## src/rtl/step_pulse_driver.sv

```systemverilog
// rtl/step_pulse_driver.sv - two-axis step/dir pulse generator with position counts
// Optional soft limits at POS_MIN/POS_MAX: define STEP_SOFT_LIMITS_EN.

module step_axis #(
  parameter int CLK_DIV  = 50000,
  parameter int PULSE_W  = 100,
  parameter int DEAD_CYC = 1000,
  parameter int POS_MIN  = 0,
  parameter int POS_MAX  = 180,
  parameter int POS_RST  = 90
) (
  input  logic        clk,
  input  logic        rst,
  input  logic        i_pos,
  input  logic        i_neg,
  output logic        o_step,
  output logic        o_dir,
  output logic        o_busy,
  output logic [15:0] o_pos
);
  localparam int CW = $clog2((CLK_DIV > DEAD_CYC) ? CLK_DIV : DEAD_CYC) + 1;
  localparam logic [CW-1:0] DEAD_LAST = CW'(DEAD_CYC - 1);
  localparam logic [CW-1:0] HI_LAST   = CW'(PULSE_W - 1);
  localparam logic [CW-1:0] LO_LAST   = CW'(CLK_DIV - PULSE_W - 1);
`ifdef STEP_SOFT_LIMITS_EN
  localparam bit LIMITS_EN = 1'b1;
`else
  localparam bit LIMITS_EN = 1'b0;
`endif

  typedef enum logic [1:0] {S_IDLE, S_DEAD, S_HI, S_LO} state_t;

  state_t        r_state, w_next;
  logic [CW-1:0] r_cnt, w_cnt_next;
  logic          r_dir, w_dir_next;
  logic [15:0]   r_pos, w_pos_next;
  logic          r_step, r_busy;
  logic          w_up, w_dn, w_blocked, w_ok, w_same, w_start;

  assign w_up      = i_pos & ~i_neg;
  assign w_dn      = i_neg & ~i_pos;
  assign w_blocked = LIMITS_EN && ((w_up && (r_pos == 16'(POS_MAX))) ||
                                   (w_dn && (r_pos == 16'(POS_MIN))));
  assign w_ok      = (w_up | w_dn) & ~w_blocked;
  // A step may only be issued in the direction already latched on dir
  assign w_same    = w_ok & (w_up == r_dir);

  always_comb begin
    w_next     = r_state;
    w_cnt_next = r_cnt;
    w_dir_next = r_dir;
    w_start    = 1'b0;
    case (r_state)
      S_IDLE: begin
        if (w_same) begin
          w_start = 1'b1;
        end else if (w_ok) begin
          w_next     = S_DEAD;
          w_cnt_next = '0;
          w_dir_next = w_up;
        end
      end
      S_DEAD: begin
        if (r_cnt == DEAD_LAST) begin
          if (w_same) w_start = 1'b1;
          else begin
            w_next     = S_IDLE;
            w_cnt_next = '0;
          end
        end else begin
          w_cnt_next = r_cnt + 1'b1;
        end
      end
      S_HI: begin
        if (r_cnt == HI_LAST) begin
          w_next     = S_LO;
          w_cnt_next = '0;
        end else begin
          w_cnt_next = r_cnt + 1'b1;
        end
      end
      S_LO: begin
        if (r_cnt == LO_LAST) begin
          if (w_same) w_start = 1'b1;
          else begin
            w_next     = S_IDLE;
            w_cnt_next = '0;
          end
        end else begin
          w_cnt_next = r_cnt + 1'b1;
        end
      end
      default: begin
        w_next     = S_IDLE;
        w_cnt_next = '0;
      end
    endcase
    if (w_start) begin
      w_next     = S_HI;
      w_cnt_next = '0;
    end
    w_pos_next = r_pos;
    if (w_start) w_pos_next = r_dir ? (r_pos + 16'd1) : (r_pos - 16'd1);
  end

  always_ff @(posedge clk or posedge rst) begin
    if (rst) begin
      r_state <= S_IDLE;
      r_cnt   <= '0;
      r_dir   <= 1'b1;
      r_pos   <= 16'(POS_RST);
      r_step  <= 1'b0;
      r_busy  <= 1'b0;
    end else begin
      r_state <= w_next;
      r_cnt   <= w_cnt_next;
      r_dir   <= w_dir_next;
      r_pos   <= w_pos_next;
      r_step  <= (w_next == S_HI);
      r_busy  <= (w_next != S_IDLE);
    end
  end

  assign o_step = r_step;
  assign o_dir  = r_dir;
  assign o_busy = r_busy;
  assign o_pos  = r_pos;
endmodule

module step_pulse_driver #(
  parameter int CLK_DIV  = 50000,
  parameter int PULSE_W  = 100,
  parameter int DEAD_CYC = 1000,
  parameter int POS_MIN  = 0,
  parameter int POS_MAX  = 180,
  parameter int POS_RST  = 90
) (
  input  logic        clk,
  input  logic        rst,
  input  logic        theta_pos,
  input  logic        theta_neg,
  input  logic        phi_pos,
  input  logic        phi_neg,
  output logic        step_theta,
  output logic        dir_theta,
  output logic        step_phi,
  output logic        dir_phi,
  output logic [15:0] theta_actual,
  output logic [15:0] phi_actual,
  output logic        busy_theta,
  output logic        busy_phi
);
  step_axis #(
    .CLK_DIV(CLK_DIV), .PULSE_W(PULSE_W), .DEAD_CYC(DEAD_CYC),
    .POS_MIN(POS_MIN), .POS_MAX(POS_MAX), .POS_RST(POS_RST)
  ) u_theta (
    .clk(clk), .rst(rst), .i_pos(theta_pos), .i_neg(theta_neg),
    .o_step(step_theta), .o_dir(dir_theta), .o_busy(busy_theta), .o_pos(theta_actual)
  );

  step_axis #(
    .CLK_DIV(CLK_DIV), .PULSE_W(PULSE_W), .DEAD_CYC(DEAD_CYC),
    .POS_MIN(POS_MIN), .POS_MAX(POS_MAX), .POS_RST(POS_RST)
  ) u_phi (
    .clk(clk), .rst(rst), .i_pos(phi_pos), .i_neg(phi_neg),
    .o_step(step_phi), .o_dir(dir_phi), .o_busy(busy_phi), .o_pos(phi_actual)
  );
endmodule

```

## config.mk

```make
export PLATFORM = sky130hd
export DESIGN_NAME = step_pulse_driver
export DESIGN_NICKNAME = d
export VERILOG_FILES = /design/src/rtl/step_pulse_driver.sv
export SDC_FILE = /design/constraint.sdc
export NUM_CORES = 1
export LEC_CHECK = 0
export BUFFER_PORTS_ARGS = -buffer_cell sky130_fd_sc_hd__buf_2
export CAP_MARGIN = 20
export CELL_PAD_IN_SITES_DETAIL_PLACEMENT = 0
export CELL_PAD_IN_SITES_GLOBAL_PLACEMENT = 1
export CORE_MARGIN = 2
export CORE_UTILIZATION = 50
export CTS_BUF_LIST = sky130_fd_sc_hd__clkbuf_16
export DETAILED_ROUTE_END_ITERATION = 6
export PLACE_DENSITY = 0.88
export SLEW_MARGIN = 20
export SYNTH_ARGS = -nofsm -noshare
export SYNTH_HDL_FRONTEND = slang
export SYNTH_HIERARCHICAL = 1
export SYNTH_SLANG_ARGS = --single-unit
```

## constraint.sdc

```tcl
create_clock -name clk -period 8.75 [get_ports clk]
set_clock_uncertainty 0.1 [all_clocks]
set_input_delay 1.75 -clock clk [delete_from_list [all_inputs] [get_ports clk]]
set_output_delay 1.75 -clock clk [all_outputs]
set_load 0.01 [all_outputs]
```

Yosys cells after proc, flatten, opt, wreduce, memory -nomap -nowiden --
Cells that the tools add are included.
Storage, ports and cells: output and inout port bits 38, input bits 6, flip-flop bits (word level) 76
Operators by class: reductions and logical operators 8, equal/unequal tests 20, muxes and demuxes 42, add/sub/neg operators 6, bitwise logic cells 14
Operator list (number):
- $mux 17 | 14
- $pmux 17 s4 | 2
- $add 17x1->17 const B | 2
- $eq 17x10->1 const B | 2
- $eq 17x16->1 const B | 2
- $eq 17x7->1 const B | 2
- $add 16x1->16 const B | 2
- $mux 16 | 2
- $sub 16x1->16 const B | 2
- $mux 2 | 14
- $pmux 2 s4 | 2
- $eq 2x2->1 const B | 6
- $and 1x1->1 | 6
- $mux 1 | 6
- $ne 3x1->1 const B | 2
- $ne 3x3->1 const B | 2
- $not 1->1 | 6
- $pmux 1 s3 | 2
- $reduce_and 3->1 | 2
- $eq 2x1->1 const B | 2
- $logic_not 2->1 | 2
- $reduce_and 2->1 | 2
- $reduce_bool 2->1 | 2
- $eq 1x1->1 | 2
- $or 1x1->1 | 2

Depth between registers and ports, before layout --
depth after elaboration 9, gate-level depth with buffers 9, gate-level depth less buffers 8

Hierarchy --
The synthesis kept the hierarchy.
By module, submodules not included:
- step_axis (u_theta) | instances 1, cells each 294, area each 2625.0 sq um, sequential area each 957.2 sq um
- step_axis (u_phi) | instances 1, cells each 286, area each 2566.2 sq um, sequential area each 957.2 sq um

Worst setup path before layout --
Ideal clock, no wire load.
path kind input port to flip-flop, start in theta_neg, end reg u_theta.r_pos[15] (netlist: u_theta/o_pos[15]), stages on the path 8, library setup time 139 ps, path slack 5541 ps, arrival time 2970 ps, path buffers 1, path through inv_1 > ha_1 > xor2_1 > nor2_1 > o31ai_2 > buf_6 > a221oi_2 > o311ai_1
On the way: word-level cells in the longest chain between the ends 7, elaborated cells on any way between the ends 10, classes of those cells 1 x eq/ne; 4 x mux; 5 x bitwise
Ends and longest elaborated chain:
- start: declaration | line 141 | input logic theta_neg,
- $not 1->1 * | line 40 | assign w_up = i_pos & ~i_neg;
- $and 1x1->1 * | line 40
- net u_theta.w_up | line 38 | logic w_up, w_dn, w_blocked, w_ok, w_same, w_start;
- $or 1x1->1 / $eq 1x1->1 (equally long branches) | line 44, 46
- $and 1x1->1 * | line 46 | assign w_same = w_ok & (w_up == r_dir);
- $mux 1 * | line 55, 65, 84
- $mux 1 (on tied branches) | line 83, 64
- $pmux 1 s3 * | line 53 | case (r_state)
- end signal: assignment | line 111 | r_pos <= 16'(POS_RST);
- end signal: assignment | line 118 | r_pos <= w_pos_next;
- end: declaration | line 36 | logic [15:0] r_pos, w_pos_next;
Mark *: on every way through the listed nets, which the timed path passes. The rest lies on a longest branch. A chain may end at the register's enable or synchronous reset.

Worst setup path after layout --
start reg u_theta.r_dir (netlist: u_theta/o_dir), end reg u_theta.r_pos[14] (netlist: u_theta/o_pos[14])
On the way: word-level cells in the longest chain between the ends 5, elaborated cells on any way between the ends 7, classes of those cells 1 x eq/ne; 5 x mux; 1 x bitwise
Ends and longest elaborated chain:
- start: declaration | line 35 | logic r_dir, w_dir_next;
- start signal: assignment | line 117 | r_dir <= w_dir_next;
- $eq 1x1->1 | line 46
- $and 1x1->1 | line 46
- $mux 1 | line 55, 65, 84
- $mux 1 (on tied branches) | line 83, 64
- $pmux 1 s3 | line 53
Several ways; a longest one is shown, not always the timed one.

==> results.cfg <==
[status]
status = finished clean

[worst_setup_path]
cp_data_arrival_time_ps = 3520
worst-path-max-fanout = 17
worstPathRequired_ps = 8860
critPathSlowestCell = dfstp_2
cp.buffers_inverters = 1
cpPeakStageDelay_ps = 590
start_kind = flop
path_class = reg2reg
path_cells = inv_1, ha_1, a2111oi_0, o31ai_1, a211o_1, a31oi_1, nand3_1, a32o_1
critPathCaptureType = flop
critPathTopFamily = compound AO/OA/AOI/OAI gates

[timing]
setup_viol = 0
period_needed_ps = 3410
final.setup.tns_ps = 0
max_freq_ghz = 0.293
finalHoldViolCount = 0
whs_ps = 358
timing.final.crit_share_pct = 39.0
rsz0062_at_grt = false
slew-limit-headroom_pct = 33.1
drv_slew = 0
tightest_slew_ps = 1000

[finish]
syn_to_final_growth_pct = 12.8
fillers = 925
final_util_pct = 57.5
final_cells = 761
drive_above_1_share_pct = 16.3
fin_nets = 660
diodes = 0

[synthesis]
synth.distinct_cells = 76
synth-seq-cells = 76
synth_most_common_cell = nand2_1
synth_top_cell_area_share_pct = 31.8
synthXorXnorAreaFrac_pct = 5.06
synth.top_cells.by_count = nand2_1 (70), dfrtp_1 (66), o21ai_0 (50)
ys.flop_type = dfrtp_1
synth-compound-area-share_pct = 24.7
synth_edf_count = 0
synth.area.mux_share_pct = 2.07
synth_top_area_cell = dfrtp_1
ys_top_cells_by_area = dfrtp_1 (32%), ha_1 (7.7%), dfstp_2 (5.1%)
synth_seq_area_share_pct = 36.9
yosys.area_share.simple_pct = 19.0
synth_area_um2 = 5190
synth_cells = 580
synth_top_family_by_area = compound AO/OA/AOI/OAI gates
yosysWarnings = 6
syn-num-nets = 620
avgSynthCellArea_um2 = 8.95
async_flop_share_pct = 100
synthAdderAreaFrac_pct = 8.48

[floorplanning]
num_rows = 37
start_util_pct = 51.0
core-area_um2 = 10200
die_h_um = 106
fp.dieW_um = 106
die_area_um2 = 11200
ios = 44

[pwr]
power_w = 0.00248
ir_drop_uv = 253
powerDensity_nw_per_um2 = 424
leakage_nw = 2.60

[clock_network]
post_cts_buffers = 0
ctsHoldBuffers = 0
numCtsBuffers = 9
cts_tree = done
clockRootBuffer = clkbuf_16
max-clock-path-buffers = 2
htreeDepth = 3
clock-sinks = 76
cts.clk_slew.worst_paths_ps = 60
cts_repair_resize_count = 0
clk_latency_ps = 330

[route]
vias = 4523
via_per_inst = 5.94
drt_wl_total_um = 11600
wl_per_cell_um = 15.3
ant_nets = 0
drt_iter0_markers = 166
drc = 0
firstDrtPassIters = 5

[placed_design]
io_buffers = 43
gp_congestion = 0.851
dp_hpwl_um = 8290
dpl.cell_count = 744

[global_routing]
grtUsageTotal_pct = 21.5
grt_pass1_vias = 4410
grt_max_degree = 39
grt_overflow = 0
grt_antenna_before_repair = 0
grt_pass1_wl_um = 19900

[job]
cap_violations = 0

[hold_path]
min_path_type = reg2reg
[state kept, by name (all words and copies together) (netlist names)]
name and flops:
u_theta/o_step 1, u_phi/o_pos 16, u_phi/r_state 2, u_theta/o_dir 1, u_phi/o_dir 1, u_theta/o_pos 16, u_phi/o_step 1, u_phi/o_busy 1
u_theta/r_cnt 17, u_theta/r_state 2, u_theta/o_busy 1, u_phi/r_cnt 17
[stage by stage]
stage | cell area [um2] | setup slack, ps
floorplan | 5190 | 5540
global placement | 5500 | 5140
detailed placement | 5500 | 5070
CTS | 5840 | 5360
global route | 5850 | 5110
finish | 5850 | 5340
[layout make-up]
class / instances / area (um2) / share of cell area [%]
inverters: 25 / 93.8 / 1.60
flip-flops and latches: 76 / 1910 / 32.7
multi-input cells: 461 / 3090 / 52.7
clock buffers: 9 / 225 / 3.85
repair buffers: 47 / 253 / 4.32
clock inverters: 7 / 113 / 1.92
well taps: 136 / 170 / 2.91
[cells by family after synthesis]
group | count (synthesis)
AOI/OAI and AO/OA | 193
xor gates and xnor gates | 30
adders and majority gates | 34
buffers and inverters | 43
DFF | 76
muxes | 10
and+or+nand+nor | 194
[layer usage]
metal	global-route usage (%)	wire length, um	vias to the layer above
li1	-	-	2232
met1	28.3	5410	2187
met2	36.6	5730	91
met3	2.64	329	13
met4	7.71	152	0
met5	0	0	-
[worst paths after layout]
check | cells past startpoint | startpoint | slack (ps) | to
worst min-delay path | 1 | u_phi/o_pos[15]$_DFFE_PP0P_ | 360 | u_phi/o_pos[15]$_DFFE_PP0P_
worst max register to register | 8 | u_theta/o_dir$_DFFE_PP1P_ | 5340 | u_theta/o_pos[14]$_DFFE_PP0P_
worst max-delay path | 8 | u_theta/o_dir$_DFFE_PP1P_ | 5340 | u_theta/o_pos[14]$_DFFE_PP0P_
max in group asynchronous | 3 | rst | 6740 | u_phi/o_pos[3]$_DFFE_PP1P_
min in group asynchronous | 3 | rst | 1440 | u_theta/o_pos[9]$_DFFE_PP0P_
worst min register to register | 1 | u_phi/o_pos[15]$_DFFE_PP0P_ | 360 | u_phi/o_pos[15]$_DFFE_PP0P_
[cells in the final DEF, fill, tap and decap left out, types with 5 or more instances in the layout]
cell type / n
clkbuf_16: 9
nand3_1: 29
dfrtp_1: 66
o31ai_1: 7
o21ai_1: 10
o21ai_0: 50
nor3_1: 11
ha_1: 32
nand4_1: 6
inv_1: 24
o21a_1: 5
or2_2: 6
a31oi_1: 17
a21o_1: 13
nand2_1: 70
nor2_1: 29
buf_2: 43
xor2_1: 12
and3_1: 7
a21oi_1: 38
dfstp_2: 10
and2_1: 6
o211ai_1: 8
xnor2_1: 18
a22o_1: 5
[power breakdown]
group / switching (W) / total (W) / leakage (nW) / internal [W]
clock: 0.000148 / 0.000426 / 0.167 / 0.000278
combinational: 0.000795 / 0.00141 / 1.50 / 0.000616
sequential: 0.000152 / 0.000645 / 0.937 / 0.000493
total: 0.00110 / 0.00248 / 2.60 / 0.00139
(Power assumes the default switching activity.)
